$ cat config.mk
export PLATFORM = sky130hd
export DESIGN_NAME = preprocess_float_quant_flat
export DESIGN_NICKNAME = d
export VERILOG_FILES = /design/src/rtl/preprocess_float_quant_pkg.sv /design/src/rtl/preprocess_float_quant_if.sv /design/src/rtl/preprocess_float_quant_fp32_to_int8_lane.sv /design/src/rtl/preprocess_float_quant.sv /design/src/flat_wrapper.sv
export SDC_FILE = /design/constraint.sdc
export NUM_CORES = 1
export LEC_CHECK = 0
export CAP_MARGIN = 10
export CORE_AREA = 2 2 169 171
export CTS_CLUSTER_DIAMETER = 200
export CTS_CLUSTER_SIZE = 12
export DETAILED_ROUTE_END_ITERATION = 6
export DIE_AREA = 0 0 171 173
export HOLD_SLACK_MARGIN = 0.02
export PLACE_DENSITY_LB_ADDON = 0.12
export SKIP_CTS_REPAIR_TIMING = 1
export SLEW_MARGIN = 5
export SYNTH_ARGS = -nofsm -noshare
export SYNTH_HDL_FRONTEND = slang
export SYNTH_SLANG_ARGS = --single-unit
$ cat constraint.sdc
create_clock -name clk -period 7.5 [get_ports clk]
set_input_delay 2.25 -clock clk [delete_from_list [all_inputs] [get_ports clk]]
set_output_delay 2.25 -clock clk [all_outputs]
set_load 0.005 [all_outputs]
$ cat src/rtl/preprocess_float_quant_pkg.sv
// Shared constants and types for the float32 -> int8 input quantizer.
// Holds the fp32 field layout, int8 limits and the lane classification enum.
package preprocess_pkg;

    localparam int FP32_BIAS     = 127;
    localparam int INT8_MAX      = 127;
    localparam int INT8_MIN      = -128;

    localparam int FP32_SIGN_BIT = 31;
    localparam int FP32_EXP_MSB  = 30;
    localparam int FP32_EXP_LSB  = 23;
    localparam int FP32_FRAC_MSB = 22;
    localparam int FP32_FRAC_W   = 23;

    typedef enum logic [2:0] {
        CLS_ZERO,
        CLS_NORM,
        CLS_NAN,
        CLS_POSINF,
        CLS_NEGINF
    } fp_class_e;

endpackage

$ cat src/rtl/preprocess_float_quant_if.sv
// Two-lane stream bundle: float32 input side and int8 output side with iteration tag.
// The design uses the slave view, the stimulus side uses the master view.
interface preprocess_float_quant_if #(
    parameter int ITER_W = 9
);

    logic              in_valid;
    logic              in_ready;
    logic [31:0]       in_data0;
    logic [31:0]       in_data1;
    logic              out_valid;
    logic              out_ready;
    logic [7:0]        out_data0;
    logic [7:0]        out_data1;
    logic [ITER_W-1:0] iter_out;
    logic              out_last;

    modport slave (
        input  in_valid, in_data0, in_data1, out_ready,
        output in_ready, out_valid, out_data0, out_data1, iter_out, out_last
    );

    modport master (
        output in_valid, in_data0, in_data1, out_ready,
        input  in_ready, out_valid, out_data0, out_data1, iter_out, out_last
    );

endinterface

$ cat src/rtl/preprocess_float_quant_fp32_to_int8_lane.sv
// One lane of the quantizer: stage 1 decodes the float32, stage 2 rounds half-to-even and saturates.
// The sat_o flag exists only when QUANT_SAT_STATS_EN is defined.
module fp32_to_int8_lane
    import preprocess_pkg::*;
#(
    parameter int FRAC_BITS = 4
) (
    input  logic        clk,
    input  logic        rst_b,
    input  logic        clr,
    input  logic        en,
    input  logic [31:0] data_i,
    output logic [7:0]  data_o
`ifdef QUANT_SAT_STATS_EN
    ,
    output logic        sat_o
`endif
);

    fp_class_e   cls_d, cls_q;
    logic        sign_d, sign_q;
    logic [7:0]  exp_d, exp_q;
    logic [23:0] mant_d, mant_q;

    int          e_i;
    logic [4:0]  shift;
    logic [31:0] mant_ext;
    logic        guard;
    logic        sticky;
    logic [8:0]  mag_r;
    logic [7:0]  result_c;
    logic [7:0]  data_d, data_q;

    always_comb begin
        cls_d  = cls_q;
        sign_d = sign_q;
        exp_d  = exp_q;
        mant_d = mant_q;
        if (clr) begin
            cls_d  = CLS_ZERO;
            sign_d = 1'b0;
            exp_d  = '0;
            mant_d = '0;
        end else if (en) begin
            sign_d = data_i[FP32_SIGN_BIT];
            exp_d  = data_i[FP32_EXP_MSB:FP32_EXP_LSB];
            mant_d = {1'b1, data_i[FP32_FRAC_MSB:0]};
            if (exp_d == 8'h00) begin
                cls_d = CLS_ZERO;
            end else if (exp_d == 8'hFF) begin
                if (data_i[FP32_FRAC_MSB:0] != '0) begin
                    cls_d = CLS_NAN;
                end else begin
                    cls_d = sign_d ? CLS_NEGINF : CLS_POSINF;
                end
            end else begin
                cls_d = CLS_NORM;
            end
        end
    end

    // e is the position of the mantissa's leading one relative to the int8 LSB.
    always_comb begin
        e_i      = int'(exp_q) - FP32_BIAS + FRAC_BITS;
        mant_ext = {8'h00, mant_q};
        shift    = '0;
        guard    = 1'b0;
        sticky   = 1'b0;
        mag_r    = '0;
        result_c = '0;
        if (cls_q == CLS_POSINF) begin
            result_c = 8'(INT8_MAX);
        end else if (cls_q == CLS_NEGINF) begin
            result_c = 8'(INT8_MIN);
        end else if (cls_q == CLS_NORM) begin
            if (e_i >= 8) begin
                result_c = sign_q ? 8'(INT8_MIN) : 8'(INT8_MAX);
            end else if (e_i >= -1) begin
                shift  = 5'(FP32_FRAC_W - e_i);
                mag_r  = 9'(mant_ext >> shift);
                guard  = mant_ext[shift - 5'd1];
                sticky = |(mant_ext & ((32'd1 << (shift - 5'd1)) - 32'd1));
                mag_r  = mag_r + {8'd0, guard & (sticky | mag_r[0])};
                if (sign_q) begin
                    result_c = (mag_r >= 9'd128) ? 8'(INT8_MIN) : 8'(9'd0 - mag_r);
                end else begin
                    result_c = (mag_r > 9'd127) ? 8'(INT8_MAX) : mag_r[7:0];
                end
            end
        end
    end

    always_comb begin
        data_d = data_q;
        if (clr) begin
            data_d = '0;
        end else if (en) begin
            data_d = result_c;
        end
    end

    always_ff @(posedge clk or negedge rst_b) begin
        if (!rst_b) begin
            cls_q  <= CLS_ZERO;
            sign_q <= 1'b0;
            exp_q  <= '0;
            mant_q <= '0;
            data_q <= '0;
        end else begin
            cls_q  <= cls_d;
            sign_q <= sign_d;
            exp_q  <= exp_d;
            mant_q <= mant_d;
            data_q <= data_d;
        end
    end

    assign data_o = data_q;

`ifdef QUANT_SAT_STATS_EN
    logic sat_c;
    logic sat_d, sat_q;

    // A result sitting exactly at -128 from a finite input counts as a saturation event.
    always_comb begin
        sat_c = 1'b0;
        if ((cls_q == CLS_POSINF) || (cls_q == CLS_NEGINF)) begin
            sat_c = 1'b1;
        end else if (cls_q == CLS_NORM) begin
            sat_c = (e_i >= 8) || (!sign_q && (mag_r > 9'd127)) || (sign_q && (mag_r >= 9'd128));
        end
    end

    always_comb begin
        sat_d = sat_q;
        if (clr) begin
            sat_d = 1'b0;
        end else if (en) begin
            sat_d = sat_c;
        end
    end

    always_ff @(posedge clk or negedge rst_b) begin
        if (!rst_b) begin
            sat_q <= 1'b0;
        end else begin
            sat_q <= sat_d;
        end
    end

    assign sat_o = sat_q;
`endif

endmodule

$ cat src/rtl/preprocess_float_quant.sv
// Two-lane float32 -> int8 quantizer: 2-stage valid/ready pipeline with a per-frame iteration counter.
// Defining QUANT_SAT_STATS_EN adds the sat_cnt saturation-event counter output.
module preprocess_float_quant
    import preprocess_pkg::*;
#(
    parameter int FRAC_BITS = 4,
    parameter int MAX_ITER  = 288,
    parameter int ITER_W    = 9
) (
    input  logic                    clk,
    input  logic                    rst_b,
    input  logic                    clr,
    preprocess_float_quant_if.slave bus
`ifdef QUANT_SAT_STATS_EN
    ,
    output logic [15:0]             sat_cnt
`endif
);

    logic              stall;
    logic              advance;
    logic              fire;
    logic              valid1_d, valid1_q;
    logic              out_valid_d, out_valid_q;
    logic [ITER_W-1:0] iter_d, iter_q;
    logic              rst_done_d, rst_done_q;
    logic [7:0]        lane_data0, lane_data1;

    assign stall      = out_valid_q & ~bus.out_ready;
    assign advance    = ~stall;
    assign fire       = out_valid_q & bus.out_ready;
    assign rst_done_d = 1'b1;

`ifdef QUANT_SAT_STATS_EN
    logic        sat0, sat1;
    logic [15:0] sat_cnt_d, sat_cnt_q;
    logic [16:0] sat_sum;
`endif

    fp32_to_int8_lane #(.FRAC_BITS(FRAC_BITS)) u_lane0 (
        .clk    (clk),
        .rst_b  (rst_b),
        .clr    (clr),
        .en     (advance),
        .data_i (bus.in_data0),
        .data_o (lane_data0)
`ifdef QUANT_SAT_STATS_EN
        ,
        .sat_o  (sat0)
`endif
    );

    fp32_to_int8_lane #(.FRAC_BITS(FRAC_BITS)) u_lane1 (
        .clk    (clk),
        .rst_b  (rst_b),
        .clr    (clr),
        .en     (advance),
        .data_i (bus.in_data1),
        .data_o (lane_data1)
`ifdef QUANT_SAT_STATS_EN
        ,
        .sat_o  (sat1)
`endif
    );

    // clr wins over any transfer; a beat accepted in the clr cycle never reaches stage 1.
    always_comb begin
        valid1_d    = valid1_q;
        out_valid_d = out_valid_q;
        iter_d      = iter_q;
        if (clr) begin
            valid1_d    = 1'b0;
            out_valid_d = 1'b0;
            iter_d      = '0;
        end else begin
            if (advance) begin
                valid1_d    = bus.in_valid & rst_done_q;
                out_valid_d = valid1_q;
            end
            if (fire) begin
                iter_d = (iter_q == ITER_W'(MAX_ITER - 1)) ? '0 : iter_q + 1'b1;
            end
        end
    end

    always_ff @(posedge clk or negedge rst_b) begin
        if (!rst_b) begin
            valid1_q    <= 1'b0;
            out_valid_q <= 1'b0;
            iter_q      <= '0;
            rst_done_q  <= 1'b0;
        end else begin
            valid1_q    <= valid1_d;
            out_valid_q <= out_valid_d;
            iter_q      <= iter_d;
            rst_done_q  <= rst_done_d;
        end
    end

    assign bus.in_ready  = advance & rst_done_q;
    assign bus.out_valid = out_valid_q;
    assign bus.out_data0 = lane_data0;
    assign bus.out_data1 = lane_data1;
    assign bus.iter_out  = iter_q;
    assign bus.out_last  = out_valid_q & (iter_q == ITER_W'(MAX_ITER - 1));

`ifdef QUANT_SAT_STATS_EN
    always_comb begin
        sat_sum   = {1'b0, sat_cnt_q} + 17'(sat0) + 17'(sat1);
        sat_cnt_d = sat_cnt_q;
        if (clr) begin
            sat_cnt_d = '0;
        end else if (fire) begin
            sat_cnt_d = sat_sum[16] ? 16'hFFFF : sat_sum[15:0];
        end
    end

    always_ff @(posedge clk or negedge rst_b) begin
        if (!rst_b) begin
            sat_cnt_q <= '0;
        end else begin
            sat_cnt_q <= sat_cnt_d;
        end
    end

    assign sat_cnt = sat_cnt_q;
`endif

endmodule

$ cat src/flat_wrapper.sv
// flat-port wrapper written by rule: the top's interface ports become plain ports
module preprocess_float_quant_flat import preprocess_pkg::*;
#(
    parameter int FRAC_BITS = 4,
    parameter int MAX_ITER  = 288,
    parameter int ITER_W    = 9
)
  (clk, rst_b, clr, bus_in_valid, bus_in_data0, bus_in_data1, bus_out_ready, bus_in_ready, bus_out_valid, bus_out_data0, bus_out_data1, bus_iter_out, bus_out_last);
  preprocess_float_quant_if #(.ITER_W(ITER_W)) bus_i ();
  input  logic clk;
  input  logic rst_b;
  input  logic clr;
  input wire logic [$bits(bus_i.in_valid)-1:0] bus_in_valid;
  input wire logic [$bits(bus_i.in_data0)-1:0] bus_in_data0;
  input wire logic [$bits(bus_i.in_data1)-1:0] bus_in_data1;
  input wire logic [$bits(bus_i.out_ready)-1:0] bus_out_ready;
  output wire logic [$bits(bus_i.in_ready)-1:0] bus_in_ready;
  output wire logic [$bits(bus_i.out_valid)-1:0] bus_out_valid;
  output wire logic [$bits(bus_i.out_data0)-1:0] bus_out_data0;
  output wire logic [$bits(bus_i.out_data1)-1:0] bus_out_data1;
  output wire logic [$bits(bus_i.iter_out)-1:0] bus_iter_out;
  output wire logic [$bits(bus_i.out_last)-1:0] bus_out_last;
  assign bus_i.in_valid = bus_in_valid;
  assign bus_i.in_data0 = bus_in_data0;
  assign bus_i.in_data1 = bus_in_data1;
  assign bus_i.out_ready = bus_out_ready;
  assign bus_in_ready = bus_i.in_ready;
  assign bus_out_valid = bus_i.out_valid;
  assign bus_out_data0 = bus_i.out_data0;
  assign bus_out_data1 = bus_i.out_data1;
  assign bus_iter_out = bus_i.iter_out;
  assign bus_out_last = bus_i.out_last;
  preprocess_float_quant #(.FRAC_BITS(FRAC_BITS), .MAX_ITER(MAX_ITER), .ITER_W(ITER_W)) u_core (.clk(clk), .rst_b(rst_b), .clr(clr), .bus(bus_i));
endmodule
* Word-level counts from Yosys, hierarchy flattened
Cells that the tools add are included.
** Storage, ports and cells
- Memory bits (writable) :: 0
- Latch bits :: 0
- Memories :: 0
- Output and inout port bits :: 28
- Register bits after elaboration :: 100
- Logic and storage cells :: 130
- Memory bits (read-only) :: 0
- Input port bits :: 69
** Operators by class
- Muxes and demuxes :: 57
- $mul :: 0
- Order comparisons :: 10
- Equal/unequal tests :: 10
- Div/mod/pow operators :: 0
- Reductions and logical operators :: 7
- Shift operators :: 4
- Add/sub/neg operators :: 15
- Bitwise gates (word level) :: 13
** Operator list (count)
- 2-to-1 mux 8 bit :: 26
- 2-to-1 mux 24 bit :: 4
- AND 24 x 32 -> 32 bit :: 2
- OR reduction 32 bit :: 2
- left shift 1 x 5 -> 32 bit (first input constant) :: 2
- subtractor 32 x 1 -> 32 bit (second input constant) :: 2
- >> shifter 24 x 5 -> 9 bit :: 2
- nonzero test 23 bit :: 2
- 2-to-1 mux 3 bit :: 12
- 2-to-1 mux 9 bit :: 3
- adder 9 x 4 -> 10 bit (second input constant) :: 2
- greater-or-equal comparator 10 x 1 -> 1 bit (second input constant) :: 2
- greater-or-equal comparator 10 x 5 -> 1 bit (second input constant) :: 2
- adder 9 x 1 -> 9 bit :: 2
- greater-or-equal comparator 9 x 8 -> 1 bit (second input constant) :: 2
- > comparator 9 x 7 -> 1 bit (second input constant) :: 2
- subtractor 8 x 7 -> 9 bit (second input constant) :: 2
- == test 8 bit (second input constant) :: 2
- logical NOT 8 bit :: 2
- subtractor 1 x 8 -> 8 bit (first input constant) :: 2
- less-than comparator 5 x 6 -> 1 bit (second input constant) :: 2
- binary-select mux 1 bit (select 5 bit) :: 2
- 2-to-1 mux 1 bit :: 10
- subtractor 5 x 1 -> 5 bit (second input constant) :: 2
- other kinds (11) :: 23

* Depth between registers and ports, before layout
- Word-level depth :: 21
- Mapped depth :: 28
- Gate-level depth less buffers :: 23

* Modules after synthesis
A second synthesis with hierarchy kept.
** Second synthesis, totals
- Cell total of the unflattened synthesis :: 1346
- Area total of the unflattened synthesis :: 11265.8 um^2
** By module, submodules not included
- fp32_to_int8_lane :: cells an instance 642, instances 2, area each 5320.1 um^2
- preprocess_float_quant :: cells an instance 62, instances 1, area each 625.6 um^2

* Worst setup path before layout
No wires, ideal clock.
- Path kind :: register -> register
- Start :: reg u_core.u_lane0.exp_q[0]
- End :: reg u_core.u_lane0.data_q[6] (netlist: u_core.u_lane0.data_o[6])
- Arrival time :: 5.807 ns
- Setup time :: 0.065 ns
- Data required time :: 7.435 ns
- Stages on the path, launching flop included :: 26
- Path slack :: 1.628 ns
- Cell sequence :: dfrtp_1 ha_1 xor2_2 clkbuf_1 buf_1 ha_1 xnor2_4 xnor3_2 xor2_2 buf_4 buf_6 nand3_1 ha_1 clkbuf_1 o31ai_1 a31oi_1 xnor2_1 a2111oi_0 and4_1 a31oi_2 inv_2 ha_1 nand4b_1 o31ai_1 nor4b_1 o21a_1
** Between the ends
- Longest elaborated chain between the ends :: 21
- Elaborated cells on any way between the ends :: 29
** RTL lines
- start, declared :: RTL line preprocess_float_quant_fp32_to_int8_lane.sv:22 : logic [7:0] exp_d, exp_q;
- start signal, assigned :: RTL line preprocess_float_quant_fp32_to_int8_lane.sv:112 : exp_q <= exp_d;
- subtractor 8 x 7 -> 9 bit * :: RTL line preprocess_float_quant_fp32_to_int8_lane.sv:64 : e_i = int'(exp_q) - FP32_BIAS + FRAC_BITS;
- adder 9 x 4 -> 10 bit * :: RTL line preprocess_float_quant_fp32_to_int8_lane.sv:64
- subtractor 5 bit :: RTL line preprocess_float_quant_fp32_to_int8_lane.sv:79 : shift = 5'(FP32_FRAC_W - e_i);
- subtractor 5 x 1 -> 5 bit :: RTL line preprocess_float_quant_fp32_to_int8_lane.sv:81, preprocess_float_quant_fp32_to_int8_lane.sv:82
- left shift 1 x 5 -> 32 bit :: RTL line preprocess_float_quant_fp32_to_int8_lane.sv:82 : sticky = |(mant_ext & ((32'd1 << (shift - 5'd1)) - 32'd1));
- subtractor 32 x 1 -> 32 bit :: RTL line preprocess_float_quant_fp32_to_int8_lane.sv:82
- AND 24 x 32 -> 32 bit :: RTL line preprocess_float_quant_fp32_to_int8_lane.sv:82
- OR reduction 32 bit :: RTL line preprocess_float_quant_fp32_to_int8_lane.sv:82
- [5 not listed]
- 2-to-1 mux 8 bit :: RTL line preprocess_float_quant_fp32_to_int8_lane.sv:84 : if (sign_q) begin
- 2-to-1 mux 8 bit :: RTL line preprocess_float_quant_fp32_to_int8_lane.sv:78 : end else if (e_i >= -1) begin
- 2-to-1 mux 8 bit * :: RTL line preprocess_float_quant_fp32_to_int8_lane.sv:76 : if (e_i >= 8) begin
- 2-to-1 mux 8 bit * :: RTL line preprocess_float_quant_fp32_to_int8_lane.sv:75 : end else if (cls_q == CLS_NORM) begin
- 2-to-1 mux 8 bit * :: RTL line preprocess_float_quant_fp32_to_int8_lane.sv:73 : end else if (cls_q == CLS_NEGINF) begin
- 2-to-1 mux 8 bit * :: RTL line preprocess_float_quant_fp32_to_int8_lane.sv:71 : if (cls_q == CLS_POSINF) begin
- 2-to-1 mux 8 bit * :: RTL line preprocess_float_quant_fp32_to_int8_lane.sv:97 : end else if (en) begin
- 2-to-1 mux 8 bit * :: RTL line preprocess_float_quant_fp32_to_int8_lane.sv:95 : if (clr) begin
- end signal, assigned :: RTL line preprocess_float_quant_fp32_to_int8_lane.sv:114 : data_q <= data_d;
- end, declared :: RTL line preprocess_float_quant_fp32_to_int8_lane.sv:32 : logic [7:0] data_d, data_q;
Every way passes the cells marked *; elsewhere a longest branch is shown, timed or not. The select of a mux whose other input is x is not followed.
A chain may end at the register's enable or synchronous reset.

* Worst setup path after layout
- Start :: reg u_core.u_lane1.exp_q[1]
- End :: reg u_core.u_lane1.data_q[2] (netlist: u_core.u_lane1.data_o[2])
** Between the ends
- Longest elaborated chain between the ends :: 21
- Elaborated cells on any way between the ends :: 29
** RTL lines (RTL line)
- start, declared :: preprocess_float_quant_fp32_to_int8_lane.sv:22
- start signal, assigned :: preprocess_float_quant_fp32_to_int8_lane.sv:112
- subtractor 8 x 7 -> 9 bit * :: preprocess_float_quant_fp32_to_int8_lane.sv:64
- adder 9 x 4 -> 10 bit * :: preprocess_float_quant_fp32_to_int8_lane.sv:64
- subtractor 5 bit :: preprocess_float_quant_fp32_to_int8_lane.sv:79
- subtractor 5 x 1 -> 5 bit :: preprocess_float_quant_fp32_to_int8_lane.sv:81, preprocess_float_quant_fp32_to_int8_lane.sv:82
- left shift 1 x 5 -> 32 bit :: preprocess_float_quant_fp32_to_int8_lane.sv:82
- subtractor 32 x 1 -> 32 bit :: preprocess_float_quant_fp32_to_int8_lane.sv:82
- AND 24 x 32 -> 32 bit :: preprocess_float_quant_fp32_to_int8_lane.sv:82
- OR reduction 32 bit :: preprocess_float_quant_fp32_to_int8_lane.sv:82
- [5 not listed]
- 2-to-1 mux 8 bit :: preprocess_float_quant_fp32_to_int8_lane.sv:84
- 2-to-1 mux 8 bit :: preprocess_float_quant_fp32_to_int8_lane.sv:78
- 2-to-1 mux 8 bit * :: preprocess_float_quant_fp32_to_int8_lane.sv:76
- 2-to-1 mux 8 bit * :: preprocess_float_quant_fp32_to_int8_lane.sv:75
- 2-to-1 mux 8 bit * :: preprocess_float_quant_fp32_to_int8_lane.sv:73
- 2-to-1 mux 8 bit * :: preprocess_float_quant_fp32_to_int8_lane.sv:71
- 2-to-1 mux 8 bit * :: preprocess_float_quant_fp32_to_int8_lane.sv:97
- 2-to-1 mux 8 bit * :: preprocess_float_quant_fp32_to_int8_lane.sv:95
- end signal, assigned :: preprocess_float_quant_fp32_to_int8_lane.sv:114
- end, declared :: preprocess_float_quant_fp32_to_int8_lane.sv:32
Marked as above.

==> metrics.log <==
[metrics] largest net degree at the start of global routing: 86
[metrics] DRC violation count after routing: 0
[metrics] number of non-filler instances in the completed layout: 1794
[metrics] most instantiated flip-flop cell in the synthesis netlist: sky130_fd_sc_hd__dfrtp_1
[metrics] Buffers on Ports: 96
[metrics] Vias per Instance: approximately 6.2
[metrics] outcome: finished, final reports clean
[metrics] max-slew violation count: 0
[metrics] Int Power: about 1300 uW
[metrics] post-synthesis sequential area ratio: a little under a quarter
[metrics] area share of the largest cell type after synthesis: between 20% and 30%
[metrics] fraction of final layout cells with drive strength greater than 1: 10.1%
[metrics] maximum level of the CTS H-tree: 3
[metrics] count of nets after finishing: roughly 1.5k
[metrics] part of the total power dissipated in sequential elements: 28.0%
[metrics] most frequent cells in the layout: sky130_fd_sc_hd__nand2_1 (238), sky130_fd_sc_hd__a21oi_1 (116), sky130_fd_sc_hd__dfrtp_1 (98), sky130_fd_sc_hd__clkdlybuf4s50_1 (94), sky130_fd_sc_hd__nor2_1 (76)
[metrics] post-route ant nets: 0
[metrics] slew at the pin closest to its max-slew limit: 0.985 ns
[metrics] proportion of power drawn by combinational gates: a little under half
[metrics] Hold Path Class: register to register
[metrics] Leak: 0.00489 uW
[metrics] Max Root-Sink Buffers: 2
[metrics] count of TritonRoute iterations in the first routing pass: 6
[metrics] synthesis-to-layout area growth: 13.8%
[metrics] count of endpoints failing hold in the final timing report: 0
[metrics] kind of critical path: register to register
[metrics] final setup vio count: 0
[metrics] number of enable flip-flop cells after synthesis: 0
[metrics] average wire length per cell after detail routing: a little over 20 um
[metrics] Overflow after GRT: 0
[metrics] final worst setup slack: roughly 1.1 ns
[metrics] Critical Path RT: about 8 ns
[metrics] slew margin rel.: between 30 and 40%
[metrics] Worst Path Max Fanout: 26
[metrics] switching component of the power: between 800 and 900 uW
[metrics] depth of the worst register-to-register path: 24
[metrics] Max Clk Rate: 156 MHz
[metrics] syn nets: between 1k and 1.5k
[metrics] final HPWL from detailed placement: ~27 mm
[metrics] total power: approximately 2200 uW
[metrics] post-synthesis sequential element count: 99
[metrics] Post-Route WL: approximately 37 mm
[metrics] antenna violations before repair: 0
[metrics] cell type contributing the most total cell area after synthesis: sky130_fd_sc_hd__dfrtp_1
[metrics] Final Skew: just under 0.007 ns
[metrics] via count of the first global-routing pass: between 10k and 15k
[metrics] post-synth cell types: roughly 100
[metrics] via count: between 10k and 15k
[metrics] Net Sw Frac: 41.1%
[metrics] Placer Congestion: about 0.98
[metrics] TritonCTS clock tree: done
[metrics] clock-pin transition on the worst setup and hold timing paths: ~0.08 ns
[metrics] worst supply voltage drop on vdd: between 0.09 and 0.1 mV
[metrics] Setup Total Neg Slack: 0 ns
[metrics] clock latency at the later pin of the worst-skew pair: around 0.37 ns
[metrics] die area: about 0.03 mm^2
[metrics] Tcrit/Tclk final: 85.2%
[metrics] Core Footprint: 0.0276 mm^2
[metrics] violation count after the first detailed-route iteration: 1018
[metrics] Antenna Cells: 0
[metrics] CP Launch Type: register
[metrics] most common cell after layout, fill and taps aside: sky130_fd_sc_hd__nand2_1
[metrics] cell at the root of the clock tree: sky130_fd_sc_hd__clkbuf_16
[metrics] sort of element at the end of the critical path: register
[metrics] Async SR Flop Fraction: 100%
[metrics] GRT Overall Usage: 25.1%
[metrics] total power divided by cell area: 175 mW/mm^2
[metrics] max-capacitance violation count: 0
[metrics] first-pass GRT wire length: 59.4 mm
[metrics] per-instance average area after synthesis: 7.92 um^2
[metrics] number of warnings issued by yosys: 0
[metrics] cell count after placement: around 1.8k
[metrics] instance count along the most critical hold path: 2
[metrics] post-placement setup slack: between 1 and 1.5 ns
[metrics] Syn Inst Count: 1384
[metrics] signal arrival time at the worst endpoint: between 6 and 7 ns
[metrics] die outline width: about 170 um
[metrics] initial core utilization: approximately two fifths
[metrics] Boundary Pins: just under 100
[metrics] row count: about 60
[metrics] Chip Height: about 170 um
[metrics] post-synth design cell area: approximately 0.011 mm^2
[metrics] unrepaired setup endpoints after global routing: false
[metrics] portion of total power attributed to the clock network: between 20% and 30%
[metrics] total CTS buffers: 9
[metrics] top cells by area, synth: sky130_fd_sc_hd__dfrtp_1 (23%), sky130_fd_sc_hd__nand2_1 (8.1%), sky130_fd_sc_hd__mux4_2 (7.8%)
[metrics] final worst path period need: roughly 6.4 ns
[metrics] Num Clock Sinks: slightly below 100
[power by group through the flow]
stage          clock (uW)  sequential [uW]  combinational, uW
3_3_place_gp            0              619                976
2_1_floorplan           0              592                723
4_1_cts               598              609                977
5_1_grt               616              615               1080
3_5_place_dp            0              620                970
6_report              581              610                992
[area by class of cell]
| cell class | count | area, um^2 |
|---|---|---|
| fillers | 2851 | 15200 |
| repair buffers | 121 | 1140 |
| multi-input cells | 1137 | 7860 |
| clock inverters | 6 | 119 |
| flip-flops and latches | 99 | 2480 |
| well taps | 378 | 473 |
| clock buffers | 10 | 239 |
| inverters | 43 | 161 |
[cells in the mapped netlist, types with 6 or more instances]
library cell and instances:
sky130_fd_sc_hd__dfrtp_1 99, sky130_fd_sc_hd__nand2b_1 9, sky130_fd_sc_hd__a21o_1 9, sky130_fd_sc_hd__or3_1 10
sky130_fd_sc_hd__and3_1 20, sky130_fd_sc_hd__nor2_1 76, sky130_fd_sc_hd__xnor2_1 25, sky130_fd_sc_hd__inv_1 38
sky130_fd_sc_hd__nor3_1 39, sky130_fd_sc_hd__o2111ai_1 10, sky130_fd_sc_hd__a21oi_1 116, sky130_fd_sc_hd__nand2_1 238
sky130_fd_sc_hd__a22oi_1 8, sky130_fd_sc_hd__mux2i_1 47, sky130_fd_sc_hd__o211ai_1 16, sky130_fd_sc_hd__nor2b_1 14
sky130_fd_sc_hd__nand4b_1 6, sky130_fd_sc_hd__o21ai_0 55, sky130_fd_sc_hd__mux4_2 38, sky130_fd_sc_hd__or2_2 8
sky130_fd_sc_hd__mux2_2 17, sky130_fd_sc_hd__o21a_1 6, sky130_fd_sc_hd__clkbuf_1 58, sky130_fd_sc_hd__and4_1 7
sky130_fd_sc_hd__buf_2 17, sky130_fd_sc_hd__and2_1 14, sky130_fd_sc_hd__a31oi_1 18, sky130_fd_sc_hd__xor2_1 18
sky130_fd_sc_hd__a21boi_0 8, sky130_fd_sc_hd__ha_1 25, sky130_fd_sc_hd__nand3_1 54, sky130_fd_sc_hd__buf_1 15
sky130_fd_sc_hd__buf_4 14, sky130_fd_sc_hd__nand4_1 32, sky130_fd_sc_hd__a22o_1 6, sky130_fd_sc_hd__o31ai_1 16
sky130_fd_sc_hd__a211oi_1 12, sky130_fd_sc_hd__nor4_1 28
[stage by stage]
step	util, %	area, um^2	hold slack (ns)
global route	45.1	12500	0.537
CTS	45.1	12500	0.510
detailed placement	43.8	12100	0.493
floorplan	-	11000	0.464
finish	45.1	12500	0.506
global placement	43.8	12100	0.483
[layer usage]
metal  part of all wire [%]  GRT usage, %  vias up
li1                       -             -     5238
met1                     42          32.3     5428
met2                     49          41.8      429
met4                    3.8          10.1        0
met3                    5.8          4.10       91
met5                      0             0        -
[kinds of logic (layout without fill, tap and decap cells)]
group,Yosys count,after routing,share of synthesized area [%]
AND/OR/NAND/NOR,580,580,25.9
other,1,1,0.0342
buffers and inverters,148,180,5.81
multiplexers,103,103,14.0
XOR/XNOR,53,53,5.33
AO/OA/AOI/OAI,374,374,23.4
flip-flops,99,99,22.6
adder cells (fa/ha/maj),26,26,2.94
[state kept, by name, summed over array words and instances (netlist names)]
name                   cells
u_core.u_lane0.data_o      8
u_core.bus.out_valid       1
u_core.u_lane0.sign_q      1
u_core.u_lane0.cls_q       3
u_core.u_lane0.exp_q       8
u_core.rst_done_q          1
u_core.u_lane1.exp_q       8
u_core.u_lane1.data_o      8
u_core.u_lane1.sign_q      1
u_core.u_lane1.mant_q     24
u_core.bus.iter_out        9
u_core.u_lane1.cls_q       3
u_core.u_lane0.mant_q     23
u_core.valid1_q            1
[worst max-delay path, cell delays in order, from the launching register on]
cell	delay (ns)
sky130_fd_sc_hd__dfrtp_1	0.49
sky130_fd_sc_hd__ha_1	0.31
sky130_fd_sc_hd__xnor2_2	0.21
sky130_fd_sc_hd__inv_2	0.05
sky130_fd_sc_hd__ha_1	0.28
sky130_fd_sc_hd__buf_4	0.27
sky130_fd_sc_hd__xor3_1	0.52
sky130_fd_sc_hd__xnor2_1	0.34
sky130_fd_sc_hd__a31oi_1	0.17
sky130_fd_sc_hd__nand2_1	0.14
sky130_fd_sc_hd__ha_1	0.40
sky130_fd_sc_hd__inv_1	0.18
sky130_fd_sc_hd__a41oi_2	0.38
sky130_fd_sc_hd__mux2i_1	0.25
sky130_fd_sc_hd__o21ai_1	0.08
sky130_fd_sc_hd__and3_1	0.17
sky130_fd_sc_hd__or4_1	0.56
sky130_fd_sc_hd__nor3_1	0.27
sky130_fd_sc_hd__a21boi_0	0.23
sky130_fd_sc_hd__inv_1	0.17
sky130_fd_sc_hd__ha_1	0.27
sky130_fd_sc_hd__nor2b_1	0.06
sky130_fd_sc_hd__o21ai_0	0.19
sky130_fd_sc_hd__and2_1	0.15
sky130_fd_sc_hd__a311o_1	0.16
[path summary, 6_finish.rpt]
check | startpoint | end | slack (ns)
setup / recovery | u_core.u_lane1.exp_q[1] | u_core.u_lane1.data_o[2] | 1.11
max in group asynchronous | rst_b | u_core.u_lane1.mant_q[19] | 4.45
min in group asynchronous | rst_b | u_core.u_lane0.sign_q | 1.85
hold reg to reg | u_core.valid1_q | u_core.bus.out_valid | 0.51
setup reg to reg | u_core.u_lane1.exp_q[1] | u_core.u_lane1.data_o[2] | 1.11
hold / removal | u_core.valid1_q | u_core.bus.out_valid | 0.51
No activity file was read; power rests on OpenSTA's default activity.
